<file path="config.mk">
export PLATFORM = sky130hd
export DESIGN_NAME = uart_rx_fifo
export DESIGN_NICKNAME = d
export VERILOG_FILES = /design/src/rtl/uart_rx_fifo.sv
export SDC_FILE = /design/constraint.sdc
export NUM_CORES = 1
export LEC_CHECK = 0
export BUFFER_PORTS_ARGS = -buffer_cell sky130_fd_sc_hd__buf_4
export CORE_MARGIN = 3
export CORE_UTILIZATION = 35
export CTS_CLUSTER_DIAMETER = 80
export DETAILED_ROUTE_END_ITERATION = 7
export HOLD_SLACK_MARGIN = 0.05
export SYNTH_ARGS = -nofsm -noshare
export SYNTH_HDL_FRONTEND = slang
export SYNTH_SLANG_ARGS = --single-unit
export TNS_END_PERCENT = 1
</file>
<file path="constraint.sdc">
create_clock -name clk -period 7.7 [get_ports clk]
set_input_delay 1.155 -clock clk [delete_from_list [all_inputs] [get_ports clk]]
set_output_delay 1.155 -clock clk [all_outputs]
set_load 0.05 [all_outputs]
</file>
<file path="src/rtl/uart_rx_fifo.sv">
// Receive byte FIFO behind uart_rx with first-word-fall-through read port.
// Optional UART_RX_FIFO_STATS_EN adds accepted/dropped byte counters.
module uart_rx_fifo #(
  parameter int ADDR_W = 4,
  parameter int DATA_W = 8
) (
  input  logic              clk,
  input  logic              rst_n,
  input  logic [DATA_W-1:0] rx_data,
  input  logic              rx_done,
  output logic [DATA_W-1:0] rd_data,
  output logic              rd_valid,
  input  logic              rd_ready,
  output logic [ADDR_W:0]   count,
  output logic              full,
  output logic              empty,
  output logic              overrun,
`ifdef UART_RX_FIFO_STATS_EN
  output logic [15:0]       rx_byte_cnt,
  output logic [15:0]       drop_cnt,
`endif
  input  logic              clr_overrun
);

  localparam int DEPTH = 1 << ADDR_W;
  localparam logic [ADDR_W:0] FULL_CNT =
    {1'b1, {ADDR_W{1'b0}}};

  logic [DATA_W-1:0] mem_q [DEPTH];

  logic [ADDR_W:0]   wr_ptr_q, wr_ptr_d;
  logic [ADDR_W:0]   rd_ptr_q, rd_ptr_d;
  logic [DATA_W-1:0] rd_data_q, rd_data_d;
  logic              overrun_q, overrun_d;
  logic              rx_done_d_q;

  logic              wr_evt;
  logic              wr_en;
  logic              rd_en;
  logic              drop;

`ifdef UART_RX_FIFO_STATS_EN
  logic [15:0]       rx_byte_cnt_q, rx_byte_cnt_d;
  logic [15:0]       drop_cnt_q, drop_cnt_d;
`endif

  // Occupancy and status flags derived from the extended pointers.
  always_comb begin
    count    = wr_ptr_q - rd_ptr_q;
    full     = (count == FULL_CNT);
    empty    = (count == '0);
    rd_valid = ~empty;
    rd_data  = rd_data_q;
    overrun  = overrun_q;
  end

  // Event decode, pointer/flag next state and next head byte.
  always_comb begin
    wr_evt    = rx_done & ~rx_done_d_q;
    rd_en     = rd_valid & rd_ready;
    wr_en     = wr_evt & (~full | rd_en);
    drop      = wr_evt & full & ~rd_en;
    wr_ptr_d  = wr_ptr_q;
    rd_ptr_d  = rd_ptr_q;
    rd_data_d = rd_data_q;
    overrun_d = overrun_q;
    if (wr_en) begin
      wr_ptr_d = wr_ptr_q + 1'b1;
    end
    if (rd_en) begin
      rd_ptr_d = rd_ptr_q + 1'b1;
    end
    // Head only changes on a push or pop; a write landing on the
    // new head slot is bypassed since the RAM still holds old data.
    if (wr_en || rd_en) begin
      if (wr_en &&
          (wr_ptr_q[ADDR_W-1:0] == rd_ptr_d[ADDR_W-1:0])) begin
        rd_data_d = rx_data;
      end else begin
        rd_data_d = mem_q[rd_ptr_d[ADDR_W-1:0]];
      end
    end
    // A new drop beats a clear in the same cycle.
    if (drop) begin
      overrun_d = 1'b1;
    end else if (clr_overrun) begin
      overrun_d = 1'b0;
    end
  end

`ifdef UART_RX_FIFO_STATS_EN
  // Free-running statistics counters, wrapping naturally.
  always_comb begin
    rx_byte_cnt_d = rx_byte_cnt_q;
    drop_cnt_d    = drop_cnt_q;
    if (wr_en) begin
      rx_byte_cnt_d = rx_byte_cnt_q + 16'd1;
    end
    if (drop) begin
      drop_cnt_d = drop_cnt_q + 16'd1;
    end
    rx_byte_cnt = rx_byte_cnt_q;
    drop_cnt    = drop_cnt_q;
  end
`endif

  // Edge-detect history follows rx_done even in reset so a strobe
  // held across reset release is not seen as a new byte.
  always_ff @(posedge clk) begin
    rx_done_d_q <= rx_done;
  end

  // Pointer, head-data and flag registers with synchronous reset.
  always_ff @(posedge clk) begin
    if (!rst_n) begin
      wr_ptr_q  <= '0;
      rd_ptr_q  <= '0;
      rd_data_q <= '0;
      overrun_q <= 1'b0;
    end else begin
      wr_ptr_q  <= wr_ptr_d;
      rd_ptr_q  <= rd_ptr_d;
      rd_data_q <= rd_data_d;
      overrun_q <= overrun_d;
    end
  end

`ifdef UART_RX_FIFO_STATS_EN
  // Statistics registers, cleared only by reset.
  always_ff @(posedge clk) begin
    if (!rst_n) begin
      rx_byte_cnt_q <= '0;
      drop_cnt_q    <= '0;
    end else begin
      rx_byte_cnt_q <= rx_byte_cnt_d;
      drop_cnt_q    <= drop_cnt_d;
    end
  end
`endif

  // Storage array; contents are never reset.
  always_ff @(posedge clk) begin
    if (rst_n && wr_en) begin
      mem_q[wr_ptr_q[ADDR_W-1:0]] <= rx_data;
    end
  end

endmodule

</file>
# Word level (Yosys, flattened, before mapping)
# Memories as Yosys holds them, arrays and structs flattened. A register that Yosys moved wholly into a read port is not among the register bits.
# Index checks and enable logic that the tools add are counted.
totals:
  mem_bits_rw: 128
  word_cells: 30
  out_inout_bits: 17
  inputBits: 13
  reg_bits: 12
  mem_count: 1
mem_list:
  columns: ["name", "depth", "word_bits", "rd", "rd_ports_with_merged_regs", "write_ports", "line_no", "text"]
  rows:
  - ["mem_q", 16, 8, 1, 1, 1, "29", "logic [DATA_W-1:0] mem_q [DEPTH];"]
op_classes:
  n_mux: 5
  reduce_logical: 5
  bitwise_logic: 10
  addsub: 3
  n_eq_ne: 1
ops:
  columns: ["operator", "n"]
  rows:
  - ["adder 5 x 1 -> 5 bit (second input constant)", 2]
  - ["bitwise AND 1 bit", 5]
  - ["equality test 5 bit (second input constant)", 1]
  - ["logical NOT 5 bit", 1]
  - ["subtractor 5 bit", 1]
  - ["two-way mux 1 bit", 4]
  - ["two-way mux 4 bit", 1]
  - ["NOT 1 bit", 4]
  - ["nonzero test 2 bit", 1]
  - ["logical AND 1 bit", 1]
  - ["logical NOT 1 bit", 1]
  - ["logical OR 1 bit", 1]
  - ["bitwise OR 1 bit", 1]

# Longest topological paths before layout
logic_depth:
  word_depth: 9
  depth_mapped: 15
  ltp_nobuf: 13

# Worst setup path after synthesis
# OpenSTA, ideal clock, no wires.
synth_timing:
  kind: "register -> output"
  startpoint: "register rd_ptr_q[1]"
  endpoint: "output port empty"
  path_buffers: 4
  required_time_ns: 6.545
  setup_slack_ns: 2.685
  path_stages_with_launch: 11
  arrival_ns: 3.860
  path_cell_list: "dfxtp_1 -> buf_2 -> buf_2 -> clkbuf_1 -> inv_1 -> fa_1 -> nand3b_1 -> a211oi_2 -> o22ai_4 -> inv_4 -> clkbuf_1"
synth_between:
  elab_chain_cells: 2
synth_lines:
  columns: ["item", "line_no", "text"]
  rows:
  - ["start: declaration", "32", "logic [ADDR_W:0] rd_ptr_q, rd_ptr_d;"]
  - ["start signal: assignment", "122", "rd_ptr_q <= rd_ptr_d;"]
  - ["subtractor 5 bit", "49", "count = wr_ptr_q - rd_ptr_q;"]
  - ["via count[1]", "14", "output logic [ADDR_W:0] count,"]
  - ["logical NOT 5 bit", "51", "empty = (count == '0);"]
  - ["end: declaration", "16", "output logic empty,"]
# The timed path passes the listed nets, and every way through them passes these cells.

# Worst setup path in the final report
layout_timing:
  startpoint: "register rd_ptr_q[3]"
  endpoint: "register rd_data_q[5] (netlist: rd_data[5]), read port of mem_q"
layout_between:
  elab_chain_cells: 7
  word_cells_on_any_way: 11
  classes_between: "2 x add/sub; 1 x eq/ne; 1 x mux; 5 x bitwise; 2 x reduce/logical"
layout_lines:
  columns: ["item", "line_no", "text"]
  rows:
  - ["subtractor 5 bit", "49", null]
  - ["logical NOT 5 bit", "51", null]
  - ["NOT 1 bit", "52", "rd_valid = ~empty;"]
  - ["bitwise AND 1 bit", "60", "rd_en = rd_valid & rd_ready;"]
  - ["bitwise OR 1 bit", "61", "wr_en = wr_evt & (~full | rd_en);"]
  - ["bitwise AND 1 bit", "61", null]
  - ["logical OR 1 bit", "75", "if (wr_en || rd_en) begin"]
  - ["end: declaration", "33", "logic [DATA_W-1:0] rd_data_q, rd_data_d;"]
# Parallel ways exist; a longest one is shown, timed or not.
# A chain may end at the register's enable or synchronous reset.

==> impl_metrics.csv <==
group,metric,value,unit
worst_setup_path,cpMostUsedCell,"and3_1",
worst_hold_path,hold_class,"flip-flop to flip-flop",
clock_tree,post-cts-setup-buffer-count,0,
yosys,ys_seq_elements,148,
drt,wl_per_cell,22.2,um
yosys,synth_warnings,0,
worst_hold_path,hold_end,"rd_data[7]",
power_and_ir_drop,p_switching,1.08,mW
cells_and_area,final_common_cell,"edfxtp_1",
worst_setup_path,cp_data_required_time,8.04,ns
worst_setup_path,rr_worst_depth,11,
global_routing,grt_util_all_layers,15.9,%
global_routing,grt_pass1_wl,26.8,mm
worst_setup_path,end_kind,"flip-flop",
yosys,avgSynthCellArea,15.5,um^2
sta,finalCritPeriodShare,69.5,%
power_and_ir_drop,intPower,1.85,mW
sta,finalClockSkew,0.0103,ns
drt,final_antenna_net_count,0,
drt,vias_per_cell,5.78,
yosys,synth-simple-area-share,7.32,%
yosys,synth-compound-area-share,7.28,%
worst_setup_path,crit_path_top_delay_cell,"dfxtp_1",
power_and_ir_drop,peakVddDrop,0.000179,V
worst_hold_path,hp-start,"rd_data[7]",
drt,firstDrtPassIters,5,
clock_tree,hold_buffers,0,
worst_setup_path,cp-start-kind,"flip-flop",
placed_design,globalplace.congestion,0.825,
yosys,synthFlopType,"edfxtp_1",
clock_tree,cts_tree,"yes",
yosys,async_flop_share,0,%
die,core_area,0.0205,mm^2
sta,drv_slew,0,
yosys,yosysUniqueCellTypes,56,
sta,worstMarginPinSlew,1.25,ns
global_routing,grt_max_degree,39,
clock_tree,cts.repair.resized,0,
yosys,synth_xor_area_share,1.95,%
placed_design,portBuffers,29,
drt,drtIter0Drc,293,
power_and_ir_drop,p_clk_share,26.4,%
outcome,outcome,"finished, final reports clean",
flow_run,drv_cap,0,
cells_and_area,n_fill_cell,1810,
power_and_ir_drop,power.share.switching,36.8,%
clock_tree,numCtsBuffers,17,
die,die-area,0.0229,mm^2
cells_and_area,nets,521,
sta,relSlewSlack,16.0,%
cells_and_area,drive_above_1_share,29.2,%
sta,setup_viol,0,
worst_setup_path,path_cells,"clkinv_1 -> ha_1 -> a21oi_1 -> and3_1 -> nor3_1 -> a2111oi_4 -> buf_4 -> xor2_1 -> and3_1 -> or3_4 -> o21ai_0",
sta,grt_setup_unrepaired,"no",
yosys,synth_area,0.00739,mm^2
yosys,syn_inst,476,
drt,drc_errors,0,
worst_setup_path,rrSetupSlack,2.35,ns
die,initial_utilization,36.0,%
power_and_ir_drop,power_density,348,mW/mm^2
cells_and_area,num_antenna_cells,0,
worst_setup_path,cp_slowest_stage_delay,1.03,ns
clock_tree,clockBufferDepth,2,
global_routing,antenna_found_initial,0,
die,rows,52,
worst_hold_path,holdPathStages,2,
worst_setup_path,worstPathArrival,5.69,ns
cells_and_area,mostFrequentLayoutCells,"128 x edfxtp_1, 64 x mux4_2, 37 x buf_4, 27 x nor2_1, 25 x nor3_1",
clock_tree,cts_max_level,4,
worst_setup_path,reg2reg_to,"rd_data[5]",
power_and_ir_drop,p_leak,2.72,nW
global_routing,grt_pass1_vias,4642,
sta,fin_crit,5.35,ns
power_and_ir_drop,seq_power_share,32.7,%
drt,totalWireLength,17.3,mm
cells_and_area,syn_to_final_growth,14.1,%
clock_tree,clk_pin_slew,0.06,ns
sta,fmax,0.187,GHz
worst_setup_path,r2r-start,"rd_ptr_q[3]",
drt,route.vias.total,4518,
clock_tree,cts.sinks,148,
yosys,synthesis.nets,499,
yosys,seq_area_frac_synth,57.5,%
worst_setup_path,cp_max_fo,27,
yosys,synth_edf_count,128,
die,io-pin-count,30,
power_and_ir_drop,power.total,2.93,mW
clock_tree,cts-root-buf,"clkbuf_16",
yosys,muxShareOfSynthArea,21.5,%
sta,fin_tns_setup,0,ns
die,die_y,151,um
clock_tree,clk_latency,0.42,ns
worst_setup_path,path_class,"flip-flop to flip-flop",
power_and_ir_drop,power_frac_comb,40.9,%
placed_design,dpl.hpwl,11.5,mm
yosys,synth_fa_ha_area_share,1.80,%
sta,hold_violations,0,
yosys,synth_top_family_by_area,"multiplexers",
die,die_w,151,um
global_routing,overflow,0,
[how the worst max path moves through the flow]
stage                      from    endpoint  slack (ns)  depth (start not counted)
finish              rd_ptr_q[3]  rd_data[5]        2.35                         11
global placement    rd_ptr_q[3]  rd_data[0]        2.72                         11
floorplan           rd_ptr_q[1]       empty        2.69                         10
detailed placement  rd_ptr_q[3]  rd_data[0]        2.43                         11
CTS                 rd_ptr_q[3]  rd_data[0]        2.45                         11
global route        rd_ptr_q[3]  rd_data[5]        2.03                         11
[logic make-up (layout without fill, tap and decap cells)]
group	count (synthesis)	after routing
xor gates and xnor gates	14	14
DFF	148	148
buffers and inverters	48	83
adders and majority gates	10	10
AOI/OAI and AO/OA	69	69
muxes	78	78
and+or+nand+nor	109	109
[sequential cells by signal, indices dropped and copies added, names as in the netlist]
| name | flops |
|---|---|
| overrun | 1 |
| wr_ptr_q | 5 |
| mem_q | 128 |
| rx_done_d_q | 1 |
| rd_ptr_q | 5 |
| rd_data | 8 |
[cell type report]
type | instances | area, um^2 | share of cell area, %
sequential | 148 | 4250 | 50.4
tap | 270 | 338 | 4.01
inverter | 14 | 55.1 | 0.653
clock buffer | 18 | 429 | 5.09
timing repair buffer | 37 | 278 | 3.30
clock inverter | 14 | 126 | 1.50
multi-input combinational | 280 | 2950 | 35.0
[Yosys cell counts, types with 7 or more instances]
cell | n | area (um^2)
mux4_2 | 64 | 1440
o211ai_1 | 7 | 52.6
ha_1 | 9 | 113
a32oi_1 | 8 | 70.1
clkbuf_1 | 22 | 82.6
o21ai_0 | 10 | 50.1
buf_2 | 9 | 45.0
xor2_1 | 8 | 70.1
mux2_2 | 7 | 78.8
a21oi_1 | 10 | 50.1
inv_1 | 12 | 45.0
dfxtp_1 | 20 | 400
nor3_1 | 26 | 130
nand2_1 | 17 | 63.8
nor2_1 | 27 | 101
or3_1 | 8 | 50.1
nand3_1 | 14 | 70.1
mux2i_1 | 7 | 70.1
edfxtp_1 | 128 | 3840
[layer usage]
| layer | GRT usage [%] | routed length (um) | up-vias |
|---|---|---|---|
| met5 | 0 | 0 | - |
| met4 | 6.44 | 471 | 0 |
| met3 | 4.22 | 1170 | 31 |
| met2 | 25.2 | 8520 | 186 |
| met1 | 20.9 | 7150 | 2311 |
| li1 | - | - | 1990 |
[stage by stage]
step / cells / setup slack (ns) / area [um^2] / utilization (%) / hold slack, ns
floorplan: 476 / 2.69 / 7390 / - / 0.470
global placement: 749 / 2.72 / 7870 / 38.4 / 0.469
detailed placement: 749 / 2.43 / 7870 / 38.4 / 0.481
CTS: 781 / 2.45 / 8430 / 41.1 / 0.489
global route: 781 / 2.03 / 8430 / 41.1 / 0.543
finish: 781 / 2.35 / 8430 / 41.1 / 0.501
[power by group through the flow]
stage                     Clock (mW)  Combinational [mW]  Sequential, mW
after CTS                      0.792                1.20           0.961
final                          0.774                1.20           0.960
after global routing           0.830                1.28           0.968
after global placement             0                1.18           0.977
after floorplan                    0               0.894           0.979
after detailed placement           0                1.20           0.979
[worst max-delay path: cells and delay by family, from the launching register on]
kind                       cells  cell delay [ns]
buffers and inverters          2             0.85
xor gates and xnor gates       1             0.11
adders and majority gates      1             0.48
and+or+nand+nor                4             1.20
DFF                            1             1.03
AOI/OAI and AO/OA              3             1.57
Note: power is estimated with default switching activity, not from simulation.
